### config.mk
export PLATFORM = sky130hd
export DESIGN_NAME = instruction_fetch
export DESIGN_NICKNAME = d
export VERILOG_FILES = /design/src/rtl/instruction_fetch.sv
export SDC_FILE = /design/constraint.sdc
export NUM_CORES = 1
export LEC_CHECK = 0
export ABC_CLOCK_PERIOD_IN_PS = 3750
export CAP_MARGIN = 25
export CORE_ASPECT_RATIO = 1.25
export CORE_MARGIN = 2
export CORE_UTILIZATION = 50
export DETAILED_ROUTE_END_ITERATION = 10
export GPL_TIMING_DRIVEN = 0
export PLACE_DENSITY = 0.8
export SETUP_SLACK_MARGIN = 0.15
export SLEW_MARGIN = 30
export SYNTH_ARGS = -nofsm -noshare
export SYNTH_HDL_FRONTEND = slang
export SYNTH_SLANG_ARGS = --single-unit
### constraint.sdc
create_clock -name clk -period 3.75 [get_ports clk]
set_clock_uncertainty 0.05 [all_clocks]
set_input_delay 0.75 -clock clk [delete_from_list [all_inputs] [get_ports clk]]
set_output_delay 0.75 -clock clk [all_outputs]
set_load 0.02 [all_outputs]
### src/rtl/instruction_fetch.sv
// Instruction fetch stage: pc register, imem request FSM, one-entry output buffer.
// Optional transfer counter on fetch_count when IFETCH_PERF_CNT_EN is defined.
module instruction_fetch #(
  parameter logic [31:0] RESET_PC = 32'h00000000
) (
  input  logic        clk,
  input  logic        rst_n,
  output logic        imem_req,
  output logic [31:0] imem_addr,
  input  logic        imem_ack,
  input  logic [31:0] imem_rdata,
  input  logic        redirect,
  input  logic [31:0] redirect_pc,
  output logic        instr_valid,
  input  logic        instr_ready,
  output logic [31:0] instruction,
  output logic [31:0] instr_pc
`ifdef IFETCH_PERF_CNT_EN
  ,
  output logic [31:0] fetch_count
`endif
);

  typedef enum logic [1:0] {
    IDLE,
    FETCH,
    WAIT,
    FLUSH
  } state_t;

  localparam logic [31:0] PC0 = {RESET_PC[31:2], 2'b00};

  state_t      r_state;
  logic [31:0] r_pc;
  logic [31:0] r_req_addr;
  logic        r_valid;
  logic [31:0] r_instr;
  logic [31:0] r_ipc;

  logic        w_held;
  logic        w_fetch_req;
  logic        w_req;
  logic [31:0] w_addr;
  logic        w_ack;
  logic        w_load;
  logic        w_xfer;
  logic [31:0] w_redir_pc;
  logic [31:0] w_pc_inc;
  logic        w_unused;

  // An issued request is held in WAIT and FLUSH until acked.
  assign w_held      = (r_state == WAIT) || (r_state == FLUSH);
  assign w_fetch_req = (!r_valid || instr_ready) && !redirect;
  assign w_req       = (r_state == FETCH) ? w_fetch_req : w_held;
  assign w_addr      = w_held ? r_req_addr : r_pc;
  assign w_ack       = imem_ack && w_req;
  assign w_xfer      = r_valid && instr_ready;
  assign w_redir_pc  = {redirect_pc[31:2], 2'b00};
  assign w_pc_inc    = w_addr + 32'd4;
  assign w_unused    = ^redirect_pc[1:0];

  // Acked data is kept only in FETCH/WAIT and only without a redirect.
  assign w_load = w_ack && !redirect &&
                  ((r_state == FETCH) || (r_state == WAIT));

  assign imem_req    = w_req;
  assign imem_addr   = w_addr;
  assign instr_valid = r_valid;
  assign instruction = r_instr;
  assign instr_pc    = r_ipc;

  // Request FSM; latches the address of a request left outstanding.
  always_ff @(posedge clk or negedge rst_n) begin
    if (!rst_n) begin
      r_state    <= IDLE;
      r_req_addr <= PC0;
    end else begin
      case (r_state)
        IDLE: r_state <= FETCH;
        FETCH: begin
          if (w_req && !w_ack) begin
            r_state    <= WAIT;
            r_req_addr <= r_pc;
          end
        end
        WAIT: begin
          if (w_ack)
            r_state <= FETCH;
          else if (redirect)
            r_state <= FLUSH;
        end
        FLUSH: begin
          if (w_ack)
            r_state <= FETCH;
        end
        default: r_state <= IDLE;
      endcase
    end
  end

  // Program counter: redirect wins, otherwise advance past each kept word.
  always_ff @(posedge clk or negedge rst_n) begin
    if (!rst_n)
      r_pc <= PC0;
    else if (redirect)
      r_pc <= w_redir_pc;
    else if (w_load)
      r_pc <= w_pc_inc;
  end

  // Output buffer data: captured only on a kept ack.
  always_ff @(posedge clk or negedge rst_n) begin
    if (!rst_n) begin
      r_instr <= 32'd0;
      r_ipc   <= 32'd0;
    end else if (w_load) begin
      r_instr <= imem_rdata;
      r_ipc   <= w_addr;
    end
  end

  // Output buffer valid: redirect drops it, load sets it, transfer clears it.
  always_ff @(posedge clk or negedge rst_n) begin
    if (!rst_n)
      r_valid <= 1'b0;
    else if (redirect)
      r_valid <= 1'b0;
    else if (w_load)
      r_valid <= 1'b1;
    else if (w_xfer)
      r_valid <= 1'b0;
  end

`ifdef IFETCH_PERF_CNT_EN
  logic [31:0] r_fetch_count;

  assign fetch_count = r_fetch_count;

  // Counts decode transfers; discarded words never become valid.
  always_ff @(posedge clk or negedge rst_n) begin
    if (!rst_n)
      r_fetch_count <= 32'd0;
    else if (w_xfer)
      r_fetch_count <= r_fetch_count + 32'd1;
  end
`endif

endmodule

==> key figures, run 1 <==
Critical path
  • Worst Path Buf+Inv: 7
  • CP max-delay cell: dfrtp_1
  • Worst-case reg-to-reg path depth: 17
  • Critical Path AT: 2.75 ns
  • Crit path capture: imem_addr[20]
  • Crit. End Element: primary output
  • Worst setup path class: flop to primary output
  • WP data required: around 3.0 ns
  • Cell chain of the critical path: inv_1 > ha_2 > buf_4 > or2_1 > clkbuf_4 > buf_12 > buf_12 > buf_6 > nand2_1 > nand2_1 > clkdlybuf4s15_1
  • Critical path depth in cells: 11
  • Reg-to-Reg Start: r_state[0]$_DFFE_PN0P_
  • R2R Setup Slk: around 0.22 ns
  • Critical Path Start: r_state[0]$_DFFE_PN0P_
  • Startpoint Class: flop
  • Delay-heaviest family, CP: buffers and inverters
  • Max stage delay on crit path: 0.42 ns
  • Worst R2R End: r_pc[20]$_DFFE_PN0P_
  • Worst Path Max Fanout: 10

Synthesis
  • Syn_nets: roughly 780
  • Synth Cell Area: 0.00659 mm^2
  • Synth Flop Type: dfrtp_1
  • Netlist cell types: 58
  • Ys async rst share: 100%
  • Yosys warns: 0
  • Sequential fraction of the synthesis area: 49.8%
  • FF+latch count, synth: 131
  • EDFF count, synth: 0
  • Synthesized netlist cell count: about 710
  • Avg Inst Size Synth: 9.27 um^2

Detailed routing
  • Residual DRC: 0
  • Drt pass-1 iters: 5
  • Drt via density: 5.81
  • Iteration-0 DRC count of the detailed router: 635
  • Final WL: 21600 um
  • Vias: approximately 6300
  • Post-DRT Antenna Nets: 0
  • Wire length per cell: 20.0 um

Floorplan
  • Total core area: 0.0128 mm^2
  • Die Width: 107 um
  • Num rows: 46
  • Die span in y: 132 um
  • Initial Util: between 50% and 60%
  • I/O Pins: 167
  • Die Area: between 0.01 and 0.015 mm^2

Cells and area
  • Layout cell share with drive strength beyond 1: 13.3%
  • Final nets: 971
  • Sequential cell area: 0.00328 mm^2
  • Fillcell total: 938
  • Multi-input gate area: 0.00313 mm^2
  • N_diodes: 0
  • Non-filler cells, final: 1079
  • Most common library cell in the layout ignoring fill and taps: nand2_1
  • Finished Cell Area: 0.00924 mm^2
  • Most frequent cells in the layout: nand2_1 (250), clkdlybuf4s50_1 (139), dfrtp_1 (131), mux2_2 (38), a21oi_1 (26)
  • Synthesis-to-finish area growth: 40.2%

Placed design
  • GP Congestion: just under 1
  • DP Area: 0.00846 mm^2
  • # port buffers: 163
  • Placed Cells incl. Taps: 1043
  • Dpl hpwl: 15000 um

Global routing
  • First-pass GRT wire length: 34000 um
  • Vias in the first global route: between 6000 and 7000
  • Initial antenna violation count: 0
  • Largest net degree at the start of global routing: 68
  • GRT overflow: 0
  • GRT Resource Usage Total: 31.1%

Pwr
  • Total power: about 0.0085 W
  • Leakage: 4.17 nW
  • Pwr Density: between 900 and 1000 mW/mm^2
  • VDD IR-drop max: 0.579 mV

Timing
  • Worst slew pin tran: approximately 0.82 ns
  • Final Setup Violations: 0
  • Period utilization: 94.7%
  • Max-slew headroom: 45.6%
  • Final TNS setup: 0 ns
  • F_max: roughly 280 MHz
  • Fin. Hold Viols: 0
  • Final Max Slew Viols: 0
  • RSZ-0062 raised after global routing: yes
  • Tmin final: ~3.6 ns
  • Hold_ws: 0.218 ns

Run status
  • Status: finished, final reports clean

Clocking
  • # H-tree levels: 4
  • CTS clk-pin slew, worst paths: around 0.06 ns
  • Latest clock arrival within the worst-skew pair: 0.42 ns
  • Clock sinks: roughly 130
  • CTS root buf: clkbuf_16
  • CTS Buf Count: 17
  • CTS hold repair buffers: 0
  • CTS tree: done
  • Max Root-Sink Buffers: 2

Min path
  • Worst hold-check path type: input pin to async pin

Job
  • Max_cap viols: 0
-- area by class of cell --
cell class | instances | share of cell area [%]
sequential | 131 | 35.5
multi-input combinational | 518 | 33.9
timing repair buffer | 168 | 18.3
clock buffer | 20 | 4.94
buffer | 46 | 2.80
tap | 168 | 2.28
clock inverter | 12 | 1.67
inverter | 16 | 0.650
-- cells in the mapped netlist, types with 3 or more instances --
master	n	area, um^2
o21ai_1	6	30.0
clkbuf_1	27	101
mux2_2	38	428
a211oi_1	3	22.5
nand4bb_1	10	113
nor3_1	3	15.0
o211ai_1	19	143
nand4_1	5	31.3
mux2i_1	10	100
nand2_1	252	946
a22oi_1	6	45.0
dfrtp_1	131	3280
o21ai_0	19	95.1
o221ai_1	10	87.6
and2_1	4	25.0
o21a_1	6	45.0
inv_1	16	60.1
nor2_1	20	75.1
a2bb2oi_1	3	26.3
buf_2	9	45.0
a31oi_1	3	18.8
xnor2_1	14	123
and3_1	6	37.5
xor2_1	8	70.1
a21oi_1	26	130
ha_1	4	50.1
nand3_1	9	45.0
buf_1	7	26.3
-- flip-flops by register name, summed over array words and instances, names as in the netlist --
register,count
r_state,2
r_pc,32
instr_pc,32
r_req_addr,32
instr_valid,1
instruction,32
-- stage by stage --
stage	util [%]	worst slack, ns
after detailed placement	66.2	-0.509
after global placement	66.0	-3.11
final	72.3	0.198
after global routing	72.3	0.0417
after CTS	71.8	0.0496
after floorplan	-	0.286
-- worst min-delay path by stage --
stage / cells past startpoint / from / slack (ns) / end
after floorplan: 0 / rst_n / 0.40 / instr_pc[0]$_DFFE_PN0P_
after global placement: 2 / instruction[23]$_DFFE_PN0P_ / 0.41 / instruction[23]$_DFFE_PN0P_
after detailed placement: 2 / instr_pc[14]$_DFFE_PN0P_ / 0.41 / instr_pc[14]$_DFFE_PN0P_
after CTS: 1 / rst_n / 0.23 / instruction[28]$_DFFE_PN0P_
after global routing: 1 / rst_n / 0.26 / instruction[28]$_DFFE_PN0P_
final: 1 / rst_n / 0.22 / instruction[28]$_DFFE_PN0P_
-- power by group --
group / switching [W] / internal, W / total (W)
combinational: 0.00242 / 0.00186 / 0.00429
clock: 0.000641 / 0.00108 / 0.00172
sequential: 0.000480 / 0.00199 / 0.00247
total: 0.00354 / 0.00494 / 0.00848
-- layer usage --
metal,vias to the layer above,GRT usage (%),wire [um]
met2,374,51.1,10800
li1,2788,-,-
met4,0,15.0,824
met3,87,8.85,2170
met1,3018,37.4,7760
met5,-,0,0
-- logic make-up after synthesis --
family | Yosys count | share of synthesized area (%)
AO/OA/AOI/OAI | 117 | 12.4
flip-flops | 131 | 49.8
XOR/XNOR | 22 | 2.93
buffers and inverters | 62 | 3.99
adder cells (fa/ha/maj) | 4 | 0.760
AND/OR/NAND/NOR | 325 | 21.8
multiplexers | 50 | 8.40
-- timing repair --
| item | in CTS | in global routing |
|---|---|---|
| gates resized for setup | 54 | 21 |
| endpoints found under the setup margin | 38 | 30 |
| buffers inserted | 1 | 3 |
| pin swaps | 0 | 0 |
Note: power is estimated with default switching activity, not from simulation.
==> run 2: changes to the inputs <==
CORE_MARGIN = 1   (was 2)
==> key figures, run 2 (synthesis results as in run 1) <==
Cells and area
  • Most frequent cells in the layout: nand2_1 (249), clkdlybuf4s50_1 (141), dfrtp_1 (131), mux2_2 (38)
  • Layout cell share with drive strength beyond 1: 13.2% (-0.081 points)
  • Finished Cell Area: 0.00927 mm^2 (+0.39%)
  • Fillcell total: 985 (+5.0%)
  • Most common library cell in the layout ignoring fill and taps: nand2_1
  • Post-layout util: 72.6% (+0.28 points)
  • Final nets: 969 (-0.21%)
  • N_diodes: 0 (unchanged)
  • Synthesis-to-finish area growth: 40.8%

Clocking
  • Max Root-Sink Buffers: 2 (unchanged)
  • Latest clock arrival within the worst-skew pair: 0.43 ns (about the same)
  • CTS tree: done
  • CTS clk-pin slew, worst paths: 0.06 ns (about the same)
  • CTS root buf: clkbuf_16
  • Clock sinks: 131 (unchanged)
  • CTS hold repair buffers: 0 (unchanged)
  • CTS Buf Count: 17 (unchanged)
  • # H-tree levels: 4 (unchanged)

Global routing
  • Vias in the first global route: 6582 (+2.0%)
  • Initial antenna violation count: 0 (unchanged)
  • GRT overflow: 0 (unchanged)
  • Largest net degree at the start of global routing: 74 (+8.8%)
  • GRT Resource Usage Total: 33.0% (+1.9 points)
  • First-pass GRT wire length: 34300 um (+0.93%)

Detailed routing
  • Drt pass-1 iters: 5 (unchanged)
  • Wire length per cell: 20.2 um (+0.78%)
  • Residual DRC: 0 (unchanged)
  • Post-DRT Antenna Nets: 0 (unchanged)
  • Final WL: 21700 um (+0.59%)
  • Iteration-0 DRC count of the detailed router: 448 (-29%)
  • Vias: 6341 (+1.2%)
  • Drt via density: 5.89 (+1.4%)

Timing
  • Final Max Slew Viols: 0 (unchanged)
  • Fin. Hold Viols: 0 (unchanged)
  • Worst slew pin tran: 0.847 ns (+0.0310 ns)
  • Final Setup Violations: 0 (unchanged)
  • F_max: 284 MHz (+0.81%)
  • RSZ-0062 raised after global routing: no
  • Period utilization: 94.0% (-0.76 points)
  • Max-slew headroom: 43.6% (-2.1 points)
  • Final TNS setup: 0 ns (unchanged)
  • Tmin final: 3.52 ns (-0.0285 ns)

Placed design
  • # port buffers: 163 (unchanged)
  • DP Area: 0.00846 mm^2 (unchanged)
  • Dpl hpwl: 15100 um (+1.1%)
  • GP Congestion: 0.903 (-6.3%)

Floorplan
  • Total core area: 0.0128 mm^2 (unchanged)
  • Num rows: 46 (unchanged)
  • I/O Pins: 167 (unchanged)
  • Die Width: 105 um (-1.9%)
  • Die Area: 0.0136 mm^2 (-3.4%)
  • Die span in y: 130 um (-1.5%)
  • Initial Util: 51.6% (unchanged)

Critical path
  • Critical Path AT: 2.72 ns (-0.03 ns)
  • Crit. End Element: primary output
  • Worst Path Max Fanout: 10 (unchanged)
  • Worst setup path class: flop to primary output
  • Startpoint Class: flop
  • WP data required: 2.95 ns (about the same)

Job
  • Max_cap viols: 0 (unchanged)

Pwr
  • Leakage: 4.15 nW (-0.52%)
  • VDD IR-drop max: 0.495 mV (-15%)
  • Total power: 0.00860 W (+1.3%)
  • Pwr Density: 927 mW/mm^2 (+0.94%)

Min path
  • Worst hold-check path type: input pin to async pin

Run status
  • Status: finished, final reports clean
## run 2: changes by cell type in the layout (fill, tap and decap cells not counted), moves of 3 or more
cell	before	now
dlymetal6s2s_1	4	1
buf_4	7	4
clkinv_4	1	5
clkinv_2	3	0
## run 2: worst max-delay path, cell delays in order, from the launching register on
cell and delay [ns]:
dfrtp_1 0.40, inv_1 0.09, ha_2 0.22, nor2_2 0.21, clkbuf_8 0.25, buf_4 0.24
mux2i_4 0.29, inv_1 0.06, clkdlybuf4s50_1 0.54
## run 2: what timing repair did
item	4_1_cts	5_1_grt
buffers inserted	2	0
cloned	0	0
hold endpoints to repair	0	0
setup endpoints to repair	38	17
resized for setup	66	14
## run 2: area by class of cell
cell class / instances / area (um^2) / share of cell area (%)
Tap cell: 168 / 210 / 2.27
Buffer: 46 / 262 / 2.82
Clock inverter: 11 / 201 / 2.17
Multi-Input combinational cell: 518 / 3140 / 33.9
Timing Repair Buffer: 166 / 1660 / 17.9
Clock buffer: 21 / 460 / 4.96
Sequential cell: 131 / 3280 / 35.3
Inverter: 16 / 60.1 / 0.648
## run 2: power breakdown
part           internal [W]  switching (W)  leakage, nW  total [W]
Combinational       0.00185        0.00243         2.21    0.00428
Clock               0.00122       0.000631        0.318    0.00185
Sequential          0.00199       0.000469         1.61    0.00246
Total               0.00506        0.00354         4.15    0.00860
## run 2: worst paths after layout
check	slack [ns]	endpoint	from	cells past startpoint
max in group asynchronous	2.74	r_req_addr[15]$_DFFE_PN0P_	rst_n	2
min	0.19	instruction[14]$_DFFE_PN0P_	rst_n	1
min in group clk	0.42	instruction[19]$_DFFE_PN0P_	instruction[19]$_DFFE_PN0P_	2
max	0.23	imem_addr[1]	r_state[0]$_DFFE_PN0P_	8
max reg2reg	0.29	r_pc[20]$_DFFE_PN0P_	r_state[0]$_DFFE_PN0P_	17
min reg2reg	0.42	instruction[19]$_DFFE_PN0P_	instruction[19]$_DFFE_PN0P_	2
## run 2: through the flow
| step | setup slack [ns] | hold WS (ns) | std cells |
|---|---|---|---|
| after global routing | 0.159 | 0.228 | 1077 |
| after global placement | -3.07 | 0.409 | 1042 |
| after detailed placement | -0.519 | 0.412 | 1043 |
| after CTS | 0.0970 | 0.204 | 1077 |
| final | 0.226 | 0.193 | 1077 |
| after floorplan | 0.286 | 0.404 | 711 |
## run 2: routing by layer
layer	share of wire, %	vias to the layer above	GRT usage (%)
met5	0	-	0
met4	4.0	0	18.6
met3	9.5	77	9.79
met2	50	361	56.0
met1	37	3113	37.5
li1	-	2790	-
==> run 3: changes to the inputs <==
PLACE_DENSITY = not set   (was 0.8)
PLACE_DENSITY_LB_ADDON = 0.12   (was not set)
==> key figures, run 3 (synthesis results as in run 1) <==
Run status
  • Status: finished, final reports clean

Detailed routing
  • Drt pass-1 iters: 5 (unchanged)
  • Wire length per cell: 18.9 um (-6.2%)
  • Vias: 6183 (-2.5%)
  • Drt via density: 5.74 (-2.5%)
  • Iteration-0 DRC count of the detailed router: 355 (-21%)
  • Final WL: 20400 um (-6.2%)
  • Residual DRC: 0 (unchanged)
  • Post-DRT Antenna Nets: 0 (unchanged)

Clocking
  • CTS hold repair buffers: 0 (unchanged)
  • Latest clock arrival within the worst-skew pair: 0.42 ns (about the same)
  • # H-tree levels: 4 (unchanged)
  • CTS clk-pin slew, worst paths: 0.06 ns (about the same)
  • CTS root buf: clkbuf_16
  • Max Root-Sink Buffers: 2 (unchanged)
  • CTS Buf Count: 17 (unchanged)
  • CTS tree: done
  • Clock sinks: 131 (unchanged)

Pwr
  • Sw Pwr: 0.00345 W (-2.4%)
  • VDD IR-drop max: 0.476 mV (-3.8%)
  • Logic pwr share: 49.4% (-0.4 points)
  • Clock power frac: 21.8% (+0.3 points)
  • Seq pwr share: 28.7% (about the same)
  • Int Pwr: 0.00506 W (about the same)
  • Pwr Density: 918 mW/mm^2 (-0.92%)
  • Switching part of the total: 40.5% (-0.60 points)
  • Leakage: 4.18 nW (+0.71%)
  • Total power: 0.00852 W (-0.93%)

Global routing
  • Initial antenna violation count: 0 (unchanged)
  • Vias in the first global route: 6186 (-6.0%)
  • GRT overflow: 0 (unchanged)
  • GRT Resource Usage Total: 30.2% (-2.8 points)
  • First-pass GRT wire length: 31600 um (-8.0%)
  • Largest net degree at the start of global routing: 73 (-1.4%)

Floorplan
  • Die Area: 0.0136 mm^2 (unchanged)
  • Total core area: 0.0128 mm^2 (unchanged)
  • Die span in y: 130 um (unchanged)
  • Num rows: 46 (unchanged)
  • Initial Util: 51.6% (unchanged)
  • I/O Pins: 167 (unchanged)
  • Die Width: 105 um (unchanged)

Critical path
  • Worst Path Buf+Inv: 7 (+2)
  • Cell chain of the critical path: inv_1 > ha_2 > buf_4 > or2_1 > clkbuf_4 > buf_8 > buf_12 > buf_6 > nand2_1 > nand2_2 > ha_2 > a21boi_4 > and4_1 > buf_4 > a21bo_2 > xor2_1 > o221ai_2
  • Max stage delay on crit path: 0.41 ns (-0.13 ns)
  • Crit. End Element: flop
  • Worst Path Max Fanout: 10 (unchanged)
  • Startpoint Class: flop
  • Delay-heaviest family, CP: buffers and inverters
  • Critical Path AT: 3.78 ns (+1.06 ns)
  • WP data required: 3.97 ns (+1.02 ns)
  • Worst setup path class: flop to flop
  • CP max-delay cell: dfrtp_1

Timing
  • F_max: 281 MHz (-1.0%)
  • Max-slew headroom: 52.0% (+8.5 points)
  • Final Max Slew Viols: 0 (unchanged)
  • Period utilization: 94.9% (+0.96 points)
  • Worst slew pin tran: 0.719 ns (-0.127 ns)
  • Final TNS setup: 0 ns (unchanged)
  • RSZ-0062 raised after global routing: yes
  • Hold_ws: 0.205 ns (+0.0115 ns)
  • Tmin final: 3.56 ns (+0.0359 ns)
  • Final Setup Violations: 0 (unchanged)
  • Fin. Hold Viols: 0 (unchanged)

Cells and area
  • Layout cell share with drive strength beyond 1: 13.1% (-0.11 points)
  • Most frequent cells in the layout: nand2_1 (251), clkdlybuf4s50_1 (139), dfrtp_1 (131), mux2_2 (38)
  • Synthesis-to-finish area growth: 40.8% (about the same)
  • Final nets: 969 (unchanged)
  • N_diodes: 0 (unchanged)
  • Most common library cell in the layout ignoring fill and taps: nand2_1
  • Finished Cell Area: 0.00927 mm^2 (about the same)

Job
  • Max_cap viols: 0 (unchanged)

Min path
  • Worst hold-check path type: input pin to async pin

Placed design
  • # port buffers: 163 (unchanged)
  • GP Congestion: 0.887 (-1.7%)
  • DP Area: 0.00846 mm^2 (unchanged)
  • Dpl hpwl: 14200 um (-6.1%)
-- run 3: worst reg2reg max path, cell delays in order (launching register included) --
cell and delay (ns):
dfrtp_1 0.41, inv_1 0.11, ha_2 0.21, buf_4 0.18, or2_1 0.11, clkbuf_4 0.19
buf_8 0.18, buf_12 0.17, buf_6 0.17, nand2_1 0.09, nand2_2 0.12, ha_2 0.23
a21boi_4 0.24, and4_1 0.24, buf_4 0.18, a21bo_2 0.26, xor2_1 0.16, o221ai_2 0.11
-- run 3: area by class of cell --
type	count	area (um^2)
buffer	46	254
clock inverter	11	200
multi-input combinational	518	3120
tap	168	210
timing repair buffer	166	1690
clock buffer	21	460
sequential	131	3280
inverter	16	60.1
fill	965	3500
-- run 3: power by group through the flow --
stage                     Combinational [W]  Clock [W]  Sequential [W]
after floorplan                     0.00199          0         0.00273
after global placement              0.00399          0         0.00239
after detailed placement            0.00407          0         0.00243
after CTS                           0.00414    0.00187         0.00243
after global routing                0.00449    0.00194         0.00251
final                               0.00421    0.00186         0.00245
-- run 3: path summary, 6_finish.rpt --
check	startpoint	endpoint	slack [ns]	depth (start not counted)
worst max-delay path	r_state[0]$_DFFE_PN0P_	r_pc[20]$_DFFE_PN0P_	0.19	17
worst min register to register	instruction[23]$_DFFE_PN0P_	instruction[23]$_DFFE_PN0P_	0.42	2
max in group asynchronous	rst_n	instruction[13]$_DFFE_PN0P_	2.74	2
worst max register to register	r_state[0]$_DFFE_PN0P_	r_pc[20]$_DFFE_PN0P_	0.19	17
worst min-delay path	rst_n	r_req_addr[27]$_DFFE_PN0P_	0.20	1
min in group clk	instruction[23]$_DFFE_PN0P_	instruction[23]$_DFFE_PN0P_	0.42	2
-- run 3: per-stage QoR --
step	util, %	std cells	worst slack (ns)
6_report	72.6	1077	0.190
5_1_grt	72.6	1077	0.0877
4_1_cts	72.1	1076	0.0280
3_5_place_dp	66.2	1043	-0.525
3_3_place_gp	66.0	1042	-3.25
2_1_floorplan	-	711	0.286
-- run 3: per-layer routing --
| metal | up-vias | part of all wire [%] | global-route usage [%] |
|---|---|---|---|
| met2 | 329 | 49 | 50.0 |
| met1 | 2989 | 39 | 35.4 |
| met5 | - | 0 | 0 |
| met3 | 84 | 7.2 | 8.24 |
| met4 | 0 | 4.7 | 18.6 |
| li1 | 2781 | - | - |
-- run 3: what timing repair did --
item | 4_1_cts | 5_1_grt
gates resized for setup | 57 | 19
setup endpoints to repair | 38 | 28
setup buffers | 1 | 1
